## src/rtl/cgra_pkg.sv

```systemverilog
// Shared types and constants for the CGRA vector issue controller.
// Instruction field positions follow the RISC-V vector encoding.
package cgra_pkg;

    typedef enum logic [2:0] {
        IDLE  = 3'd0,
        CFG   = 3'd1,
        ISSUE = 3'd2,
        WAIT  = 3'd3,
        WB    = 3'd4
    } state_e;

    localparam logic [6:0] OP_VECTOR = 7'b1010111;

    localparam int FUNCT6_HI = 31;
    localparam int FUNCT6_LO = 26;
    localparam int RD_HI     = 11;
    localparam int RD_LO     = 7;

    localparam int LANES_DEFAULT = 4;

    function automatic logic [5:0] get_funct6(input logic [31:0] inst);
        return inst[FUNCT6_HI:FUNCT6_LO];
    endfunction

    function automatic logic [4:0] get_rd(input logic [31:0] inst);
        return inst[RD_HI:RD_LO];
    endfunction

endpackage

```

## src/rtl/cgra_vec_issue_ctrl_if.sv

```systemverilog
// Decode, CGRA and write-back signals of the vector issue controller.
// master = controller side, slave = decode/CGRA/register-file side.
interface cgra_vec_issue_ctrl_if
    import cgra_pkg::*;
#(
    parameter int LANES = LANES_DEFAULT,
    parameter int VLW   = 8
);
    localparam int LENW = $clog2(LANES) + 1;

    logic            vec_valid_i;
    logic [31:0]     vec_inst_i;
    logic [VLW-1:0]  vl_i;
    logic            vec_ready_o;
    logic            stall_o;
    logic            cgra_cfg_valid_o;
    logic [5:0]      cgra_cfg_op_o;
    logic            cgra_req_o;
    logic [VLW-1:0]  cgra_idx_o;
    logic [LENW-1:0] cgra_len_o;
    logic            cgra_ack_i;
    logic            cgra_done_i;
    logic            wb_valid_o;
    logic [4:0]      wb_rd_o;

    modport master (
        input  vec_valid_i, vec_inst_i, vl_i, cgra_ack_i, cgra_done_i,
        output vec_ready_o, stall_o, cgra_cfg_valid_o, cgra_cfg_op_o,
               cgra_req_o, cgra_idx_o, cgra_len_o, wb_valid_o, wb_rd_o
    );

    modport slave (
        output vec_valid_i, vec_inst_i, vl_i, cgra_ack_i, cgra_done_i,
        input  vec_ready_o, stall_o, cgra_cfg_valid_o, cgra_cfg_op_o,
               cgra_req_o, cgra_idx_o, cgra_len_o, wb_valid_o, wb_rd_o
    );

endinterface

```

## src/rtl/cgra_chunk_counter.sv

```systemverilog
// Element offset / remaining-count tracker that splits a vector into
// chunks of at most LANES elements.
module cgra_chunk_counter #(
    parameter int LANES = 4,
    parameter int VLW   = 8,
    parameter int LENW  = $clog2(LANES) + 1
) (
    input  logic            clk_i,
    input  logic            rst_i,
    input  logic            load_i,
    input  logic [VLW-1:0]  vl_i,
    input  logic            ack_i,
    output logic [VLW-1:0]  idx_o,
    output logic [LENW-1:0] len_o,
    output logic            last_o
);

    logic [VLW-1:0] idx_q, idx_d;
    logic [VLW-1:0] rem_q, rem_d;
    logic [LENW-1:0] len;

    // len never exceeds rem_q, so neither rem_q nor idx_q can wrap.
    always_comb begin
        if (int'(rem_q) < LANES) begin
            len = LENW'(rem_q);
        end else begin
            len = LENW'(LANES);
        end
    end

    always_comb begin
        idx_d = idx_q;
        rem_d = rem_q;
        if (load_i) begin
            idx_d = '0;
            rem_d = vl_i;
        end else if (ack_i) begin
            idx_d = idx_q + VLW'(len);
            rem_d = rem_q - VLW'(len);
        end
    end

    always_ff @(posedge clk_i or negedge rst_i) begin
        if (!rst_i) begin
            idx_q <= '0;
            rem_q <= '0;
        end else begin
            idx_q <= idx_d;
            rem_q <= rem_d;
        end
    end

    assign idx_o  = idx_q;
    assign len_o  = len;
    assign last_o = (rem_q == VLW'(len));

endmodule

```

## src/rtl/cgra_vec_issue_ctrl.sv

```systemverilog
// Sequences one vector instruction onto the CGRA: config pulse, chunked
// issue, completion wait, scalar write-back. Optional WAIT watchdog: CGRA_ISSUE_TIMEOUT_EN.
//
// state | meaning
// IDLE  | ready for a new instruction, pipeline running
// CFG   | one-cycle opcode configuration pulse
// ISSUE | presenting element chunks until the last one is acked
// WAIT  | waiting for CGRA completion
// WB    | one-cycle register-file write-back
module cgra_vec_issue_ctrl
    import cgra_pkg::*;
#(
    parameter int LANES   = LANES_DEFAULT,
    parameter int VLW     = 8,
    parameter int TIMEOUT = 1024
) (
    input  logic                  clk_i,
    input  logic                  rst_i,
    cgra_vec_issue_ctrl_if.master bus,
    output logic                  err_o
);

    localparam int LENW = $clog2(LANES) + 1;

    state_e      state_q, state_d;
    logic        vec_ready_q, vec_ready_d;
    logic        stall_q, stall_d;
    logic        cfg_valid_q, cfg_valid_d;
    logic        req_q, req_d;
    logic        wb_valid_q, wb_valid_d;
    logic [5:0]  op_q, op_d;
    logic [4:0]  rd_q, rd_d;

    logic            accept;
    logic            chunk_ack;
    logic            chunk_last;
    logic [VLW-1:0]  chunk_idx;
    logic [LENW-1:0] chunk_len;

    assign accept    = (state_q == IDLE) && bus.vec_valid_i;
    assign chunk_ack = (state_q == ISSUE) && bus.cgra_ack_i;

    cgra_chunk_counter #(
        .LANES (LANES),
        .VLW   (VLW),
        .LENW  (LENW)
    ) u_chunk_counter (
        .clk_i  (clk_i),
        .rst_i  (rst_i),
        .load_i (accept),
        .vl_i   (bus.vl_i),
        .ack_i  (chunk_ack),
        .idx_o  (chunk_idx),
        .len_o  (chunk_len),
        .last_o (chunk_last)
    );

`ifdef CGRA_ISSUE_TIMEOUT_EN
    localparam int TW = $clog2(TIMEOUT + 1);
    logic [TW-1:0] wd_q, wd_d;
    logic          err_q, err_d;
`endif

    always_comb begin
        state_d = state_q;
        op_d    = op_q;
        rd_d    = rd_q;
`ifdef CGRA_ISSUE_TIMEOUT_EN
        wd_d    = wd_q;
        err_d   = err_q;
`endif
        case (state_q)
            IDLE: begin
                if (bus.vec_valid_i) begin
                    op_d    = get_funct6(bus.vec_inst_i);
                    rd_d    = get_rd(bus.vec_inst_i);
                    state_d = (bus.vl_i == '0) ? WB : CFG;
                end
            end
            CFG: state_d = ISSUE;
            ISSUE: begin
                if (chunk_ack && chunk_last) begin
                    state_d = WAIT;
`ifdef CGRA_ISSUE_TIMEOUT_EN
                    wd_d    = TW'(TIMEOUT - 1);
`endif
                end
            end
            WAIT: begin
                if (bus.cgra_done_i) begin
                    state_d = WB;
`ifdef CGRA_ISSUE_TIMEOUT_EN
                end else if (wd_q == '0) begin
                    // Give up on the CGRA: flag it and drop the write-back.
                    err_d   = 1'b1;
                    state_d = IDLE;
                end else begin
                    wd_d    = wd_q - 1'b1;
`endif
                end
            end
            WB:      state_d = IDLE;
            default: state_d = IDLE;
        endcase

        vec_ready_d = (state_d == IDLE);
        stall_d     = (state_d != IDLE);
        cfg_valid_d = (state_d == CFG);
        req_d       = (state_d == ISSUE);
        wb_valid_d  = (state_d == WB);
    end

    always_ff @(posedge clk_i or negedge rst_i) begin
        if (!rst_i) begin
            state_q     <= IDLE;
            vec_ready_q <= 1'b1;
            stall_q     <= 1'b0;
            cfg_valid_q <= 1'b0;
            req_q       <= 1'b0;
            wb_valid_q  <= 1'b0;
            op_q        <= '0;
            rd_q        <= '0;
        end else begin
            state_q     <= state_d;
            vec_ready_q <= vec_ready_d;
            stall_q     <= stall_d;
            cfg_valid_q <= cfg_valid_d;
            req_q       <= req_d;
            wb_valid_q  <= wb_valid_d;
            op_q        <= op_d;
            rd_q        <= rd_d;
        end
    end

`ifdef CGRA_ISSUE_TIMEOUT_EN
    always_ff @(posedge clk_i or negedge rst_i) begin
        if (!rst_i) begin
            wd_q  <= '0;
            err_q <= 1'b0;
        end else begin
            wd_q  <= wd_d;
            err_q <= err_d;
        end
    end

    assign err_o = err_q;
`else
    assign err_o = 1'b0;
`endif

    assign bus.vec_ready_o      = vec_ready_q;
    assign bus.stall_o          = stall_q;
    assign bus.cgra_cfg_valid_o = cfg_valid_q;
    assign bus.cgra_cfg_op_o    = op_q;
    assign bus.cgra_req_o       = req_q;
    assign bus.cgra_idx_o       = chunk_idx;
    assign bus.cgra_len_o       = chunk_len;
    assign bus.wb_valid_o       = wb_valid_q;
    assign bus.wb_rd_o          = rd_q;

endmodule
```

## src/flat_wrapper.sv

```systemverilog
// flat-port wrapper written by rule: the top's interface ports become plain ports
module cgra_vec_issue_ctrl_flat import cgra_pkg::*;
#(
    parameter int LANES   = LANES_DEFAULT,
    parameter int VLW     = 8,
    parameter int TIMEOUT = 1024
)
  (clk_i, rst_i, err_o, bus_vec_valid_i, bus_vec_inst_i, bus_vl_i, bus_cgra_ack_i, bus_cgra_done_i, bus_vec_ready_o, bus_stall_o, bus_cgra_cfg_valid_o, bus_cgra_cfg_op_o, bus_cgra_req_o, bus_cgra_idx_o, bus_cgra_len_o, bus_wb_valid_o, bus_wb_rd_o);
  cgra_vec_issue_ctrl_if #(.LANES(LANES), .VLW(VLW)) bus_i ();
  input  logic clk_i;
  input  logic rst_i;
  output logic err_o;
  input wire logic [$bits(bus_i.vec_valid_i)-1:0] bus_vec_valid_i;
  input wire logic [$bits(bus_i.vec_inst_i)-1:0] bus_vec_inst_i;
  input wire logic [$bits(bus_i.vl_i)-1:0] bus_vl_i;
  input wire logic [$bits(bus_i.cgra_ack_i)-1:0] bus_cgra_ack_i;
  input wire logic [$bits(bus_i.cgra_done_i)-1:0] bus_cgra_done_i;
  output wire logic [$bits(bus_i.vec_ready_o)-1:0] bus_vec_ready_o;
  output wire logic [$bits(bus_i.stall_o)-1:0] bus_stall_o;
  output wire logic [$bits(bus_i.cgra_cfg_valid_o)-1:0] bus_cgra_cfg_valid_o;
  output wire logic [$bits(bus_i.cgra_cfg_op_o)-1:0] bus_cgra_cfg_op_o;
  output wire logic [$bits(bus_i.cgra_req_o)-1:0] bus_cgra_req_o;
  output wire logic [$bits(bus_i.cgra_idx_o)-1:0] bus_cgra_idx_o;
  output wire logic [$bits(bus_i.cgra_len_o)-1:0] bus_cgra_len_o;
  output wire logic [$bits(bus_i.wb_valid_o)-1:0] bus_wb_valid_o;
  output wire logic [$bits(bus_i.wb_rd_o)-1:0] bus_wb_rd_o;
  assign bus_i.vec_valid_i = bus_vec_valid_i;
  assign bus_i.vec_inst_i = bus_vec_inst_i;
  assign bus_i.vl_i = bus_vl_i;
  assign bus_i.cgra_ack_i = bus_cgra_ack_i;
  assign bus_i.cgra_done_i = bus_cgra_done_i;
  assign bus_vec_ready_o = bus_i.vec_ready_o;
  assign bus_stall_o = bus_i.stall_o;
  assign bus_cgra_cfg_valid_o = bus_i.cgra_cfg_valid_o;
  assign bus_cgra_cfg_op_o = bus_i.cgra_cfg_op_o;
  assign bus_cgra_req_o = bus_i.cgra_req_o;
  assign bus_cgra_idx_o = bus_i.cgra_idx_o;
  assign bus_cgra_len_o = bus_i.cgra_len_o;
  assign bus_wb_valid_o = bus_i.wb_valid_o;
  assign bus_wb_rd_o = bus_i.wb_rd_o;
  cgra_vec_issue_ctrl #(.LANES(LANES), .VLW(VLW), .TIMEOUT(TIMEOUT)) u_core (.clk_i(clk_i), .rst_i(rst_i), .bus(bus_i), .err_o(err_o));
endmodule
```

## config.mk

```make
export PLATFORM = sky130hd
export DESIGN_NAME = cgra_vec_issue_ctrl_flat
export DESIGN_NICKNAME = d
export VERILOG_FILES = /design/src/rtl/cgra_pkg.sv /design/src/rtl/cgra_vec_issue_ctrl_if.sv /design/src/rtl/cgra_chunk_counter.sv /design/src/rtl/cgra_vec_issue_ctrl.sv /design/src/flat_wrapper.sv
export SDC_FILE = /design/constraint.sdc
export NUM_CORES = 1
export LEC_CHECK = 0
export BUFFER_PORTS_ARGS = -buffer_cell sky130_fd_sc_hd__buf_2
export CAP_MARGIN = 40
export CORE_AREA = 2 2 64 66
export DETAILED_ROUTE_END_ITERATION = 10
export DIE_AREA = 0 0 66 68
export PLACE_DENSITY = 0.81
export SETUP_SLACK_MARGIN = 0.1
export SYNTH_ARGS = -nofsm -noshare
export SYNTH_HDL_FRONTEND = slang
export SYNTH_HIERARCHICAL = 1
export SYNTH_SLANG_ARGS = --single-unit
```

## constraint.sdc

```tcl
create_clock -name clk_i -period 3.6 [get_ports clk_i]
set_clock_uncertainty 0.15 [all_clocks]
set_input_delay 0.36 -clock clk_i [delete_from_list [all_inputs] [get_ports clk_i]]
set_output_delay 0.36 -clock clk_i [all_outputs]
set_load 0.01 [all_outputs]
```

==> results.json <==
{
  "status": "finished with violations",
  "violations": "negative hold slack",
  "synth_compound_area_share_pct": 11.9,
  "final_layout_size_suffix_gt1_share_pct": 38.4,
  "root_buffer": "clkbuf_8",
  "fin_hold_ws_ns": -0.0140,
  "clock_latency_ns": 0.30,
  "power.density_nw_per_um2": 863,
  "antenna_found_initial": 0,
  "worstSetupEndpointType": "register",
  "grtUsageMet1_pct": 20.1,
  "grt_pass1_wl_mm": 5.91,
  "core_area_um2": 3860,
  "fin_ws_ns": 0.800,
  "critical_path_required_ns": 3.67,
  "cts_buffers": 5,
  "synth_edf_count": 0,
  "portBuffers": 50,
  "antennaDiodeCount": 0,
  "area_delta_synth_final_pct": 24.8,
  "post_cts_buffers": 0,
  "wirelength_mm": 3.42,
  "period_needed_ns": 2.80,
  "synth_top_area_share_pct": 48.8,
  "synthAdderAreaFrac_pct": 4.02,
  "syn-cell-area_um2": 1740,
  "hold_class": "primary input to asynchronous set/reset pin",
  "antenna_left": 0,
  "fin_crit_sh_pct": 77.8,
  "use_met3_pct": 4.44,
  "wl_per_cell_um": 12.7,
  "combPwrFrac_pct": 39.3,
  "cts.sinks": 35,
  "yosys_register_bits": 35,
  "tightest_slew_ns": 0.766,
  "clock_path_buffers": 2,
  "yosys.area_share.simple_pct": 17.2,
  "p_leak_nw": 1.03,
  "htreeDepth": 2,
  "synth_top_family_by_area": "simple AND/OR/NAND/NOR gates",
  "switchingPower_uw": 679,
  "yosysMostFrequentCell": "dfrtp_1",
  "pre_cts_ws_ns": 0.837,
  "synth-seq-area-share_pct": 50.3,
  "peakVddDrop_v": 0.000483,
  "cts_resized": 0,
  "cp-start-kind": "register",
  "grt_pass1_vias": 1345,
  "synthTopCellsByArea": "dfrtp_1, mux2_2, nor2_1, o21ai_0, ha_1",
  "place_hpwl_mm": 2.46,
  "first_iter_violations": 70,
  "synth-warning-count": 6,
  "grt-busiest-layer": "met2",
  "drc": 0,
  "path_max_fanout": 6,
  "dr.pass1.iters": 4,
  "synth.distinct_cells": 44,
  "relSlewSlack_pct": 49.0,
  "io_pins": 73,
  "final-instance-count-excl-fill": 269,
  "p_int_mw": 1.20,
  "start_util_pct": 45.2,
  "max_freq_mhz": 357,
  "num_vias": 1378,
  "synth_commonest_cells": "dfrtp_1, nor2_1, nand2_1, mux2_2, o21ai_0",
  "async_reset_ff_share_pct": 100,
  "syn_area_per_cell_um2": 10.6,
  "setup_tns_ns": 0,
  "cp.arrival_ns": 2.87,
  "yosys.area.top_type": "dfrtp_1",
  "maxSlewViolCount": 0,
  "rsz0062_at_grt": "false",
  "hold_viol_final": 34,
  "grt_usage_pct": 17.6,
  "power_frac_clock_pct": 22.7,
  "gr-usage-met2_pct": 30.4,
  "vias_per_cell": 5.12,
  "dp_cells": 261,
  "setup_viol": 0,
  "place_congestion": 0.729,
  "fin_nets": 268,
  "clk_pin_slew_worst_paths_ns": 0.08,
  "swShare_pct": 36.1,
  "hold_buffers": 0,
  "synthXorXnorAreaFrac_pct": 2.01,
  "die_area_um2": 4490,
  "ys.flop_type": "dfrtp_1",
  "critPathKind": "register to register",
  "p_seq_share_pct": 38.0,
  "syn_nets": 214,
  "placementRows": 23,
  "syn_inst": 164,
  "grt_max_degree": 36,
  "die-height_um": 68,
  "die_x_um": 66,
  "cap_viol_max_count": 0,
  "muxShareOfSynthArea_pct": 10.6,
  "grt_overflow": 0,
  "cts_tree": "done"
}
## kinds of logic (layout without fill, tap and decap cells)
| logic type | after synthesis | count (layout) |
|---|---|---|
| simple gates | 56 | 56 |
| flops | 35 | 35 |
| compound gates | 33 | 33 |
| mux | 17 | 17 |
| buf+inv | 12 | 67 |
| fa+ha+maj | 5 | 5 |
| xor+xnor | 4 | 4 |
| other cells | 2 | 2 |
## stage by stage
step | power (mW) | util (%) | area, um^2
after floorplan | 1.23 | - | 1740
after global placement | 1.43 | 52.9 | 2040
after detailed placement | 1.46 | 52.9 | 2040
after CTS | 1.89 | 56.4 | 2180
after global routing | 2.03 | 56.4 | 2180
final | 1.88 | 56.4 | 2180
## routing by layer
| layer | vias to the layer above | wire [um] |
|---|---|---|
| met4 | 0 | 70 |
| li1 | 682 | - |
| met3 | 6 | 227 |
| met5 | - | 0 |
| met1 | 646 | 1480 |
| met2 | 44 | 1640 |
## worst max-delay path, cell delays in order (launching register included)
cell and delay [ns]:
dfrtp_1 0.44, or4_4 0.58, nor3_2 0.20, inv_2 0.10, ha_1 0.33, o21ai_0 0.13, or2_2 0.30, or3_1 0.35
a21oi_1 0.15
## power by group through the flow
| stage | logic (mW) | registers (mW) | clock network, mW |
|---|---|---|---|
| 5_1_grt | 0.835 | 0.739 | 0.457 |
| 3_3_place_gp | 0.720 | 0.711 | 0 |
| 4_1_cts | 0.746 | 0.713 | 0.436 |
| 3_5_place_dp | 0.742 | 0.719 | 0 |
| 2_1_floorplan | 0.473 | 0.753 | 0 |
| 6_report | 0.738 | 0.715 | 0.426 |
## state kept, by name (all words and copies together) (netlist names)
register,count
u_core/bus.cgra_cfg_op_o,6
u_core/bus.vec_ready_o,1
u_core/bus.cgra_req_o,1
u_core/u_chunk_counter/idx_o,8
u_core/bus.stall_o,1
u_core/bus.cgra_cfg_valid_o,1
u_core/bus.wb_valid_o,1
u_core/u_chunk_counter/rem_q,8
u_core/state_q,3
u_core/bus.wb_rd_o,5
## layout make-up
class	count	area (um^2)
clock buffers	5	68.8
clock inverters	3	67.6
fillers	368	1680
inverters	6	22.5
multi-input cells	117	805
flip-flops and latches	35	877
well taps	50	62.6
repair buffers	53	273
## worst paths after layout
kind / start / end / slack, ns / cells past startpoint
worst max-delay path: u_core/u_chunk_counter/rem_q[4] / u_core/u_chunk_counter/idx_o[7] / 0.80 / 8
worst min-delay path: rst_i / u_core/bus.wb_valid_o / -0.01 / 1
worst max register to register: u_core/u_chunk_counter/rem_q[4] / u_core/u_chunk_counter/idx_o[7] / 0.80 / 8
worst min register to register: u_core/bus.wb_rd_o[3] / u_core/bus.wb_rd_o[3] / 0.35 / 1
max in group asynchronous: rst_i / u_core/u_chunk_counter/rem_q[7] / 2.83 / 1
min in group clk_i: bus_vl_i[6] / u_core/u_chunk_counter/rem_q[6] / 0.13 / 3
## cell usage in the layout (no fill, tap or decap), drive strengths merged
cell / netlist / routed
nor3b: 1 / 1
nor4b: 1 / 1
conb: 2 / 2
inv: 6 / 6
a21oi: 7 / 7
xnor2: 4 / 4
and2: 2 / 2
nand2: 13 / 13
o221ai: 1 / 1
nand4: 1 / 1
o31ai: 1 / 1
nand2b: 2 / 2
o21bai: 1 / 1
o21a: 2 / 2
clkinvlp: 0 / 1
and3: 2 / 2
nand3: 1 / 1
buf: 4 / 53
a221o: 1 / 1
fa: 1 / 1
or3: 3 / 3
bufinv: 0 / 2
ha: 4 / 4
nor2b: 1 / 1
mux2: 12 / 12
mux2i: 5 / 5
a22o: 2 / 2
nor3: 7 / 7
a211oi: 2 / 2
or4: 3 / 3
o21ai: 15 / 15
a32oi: 1 / 1
dfrtp: 34 / 34
dfstp: 1 / 1
or2: 2 / 2
nor2: 17 / 17
clkbuf: 2 / 5
(Power assumes the default switching activity.)
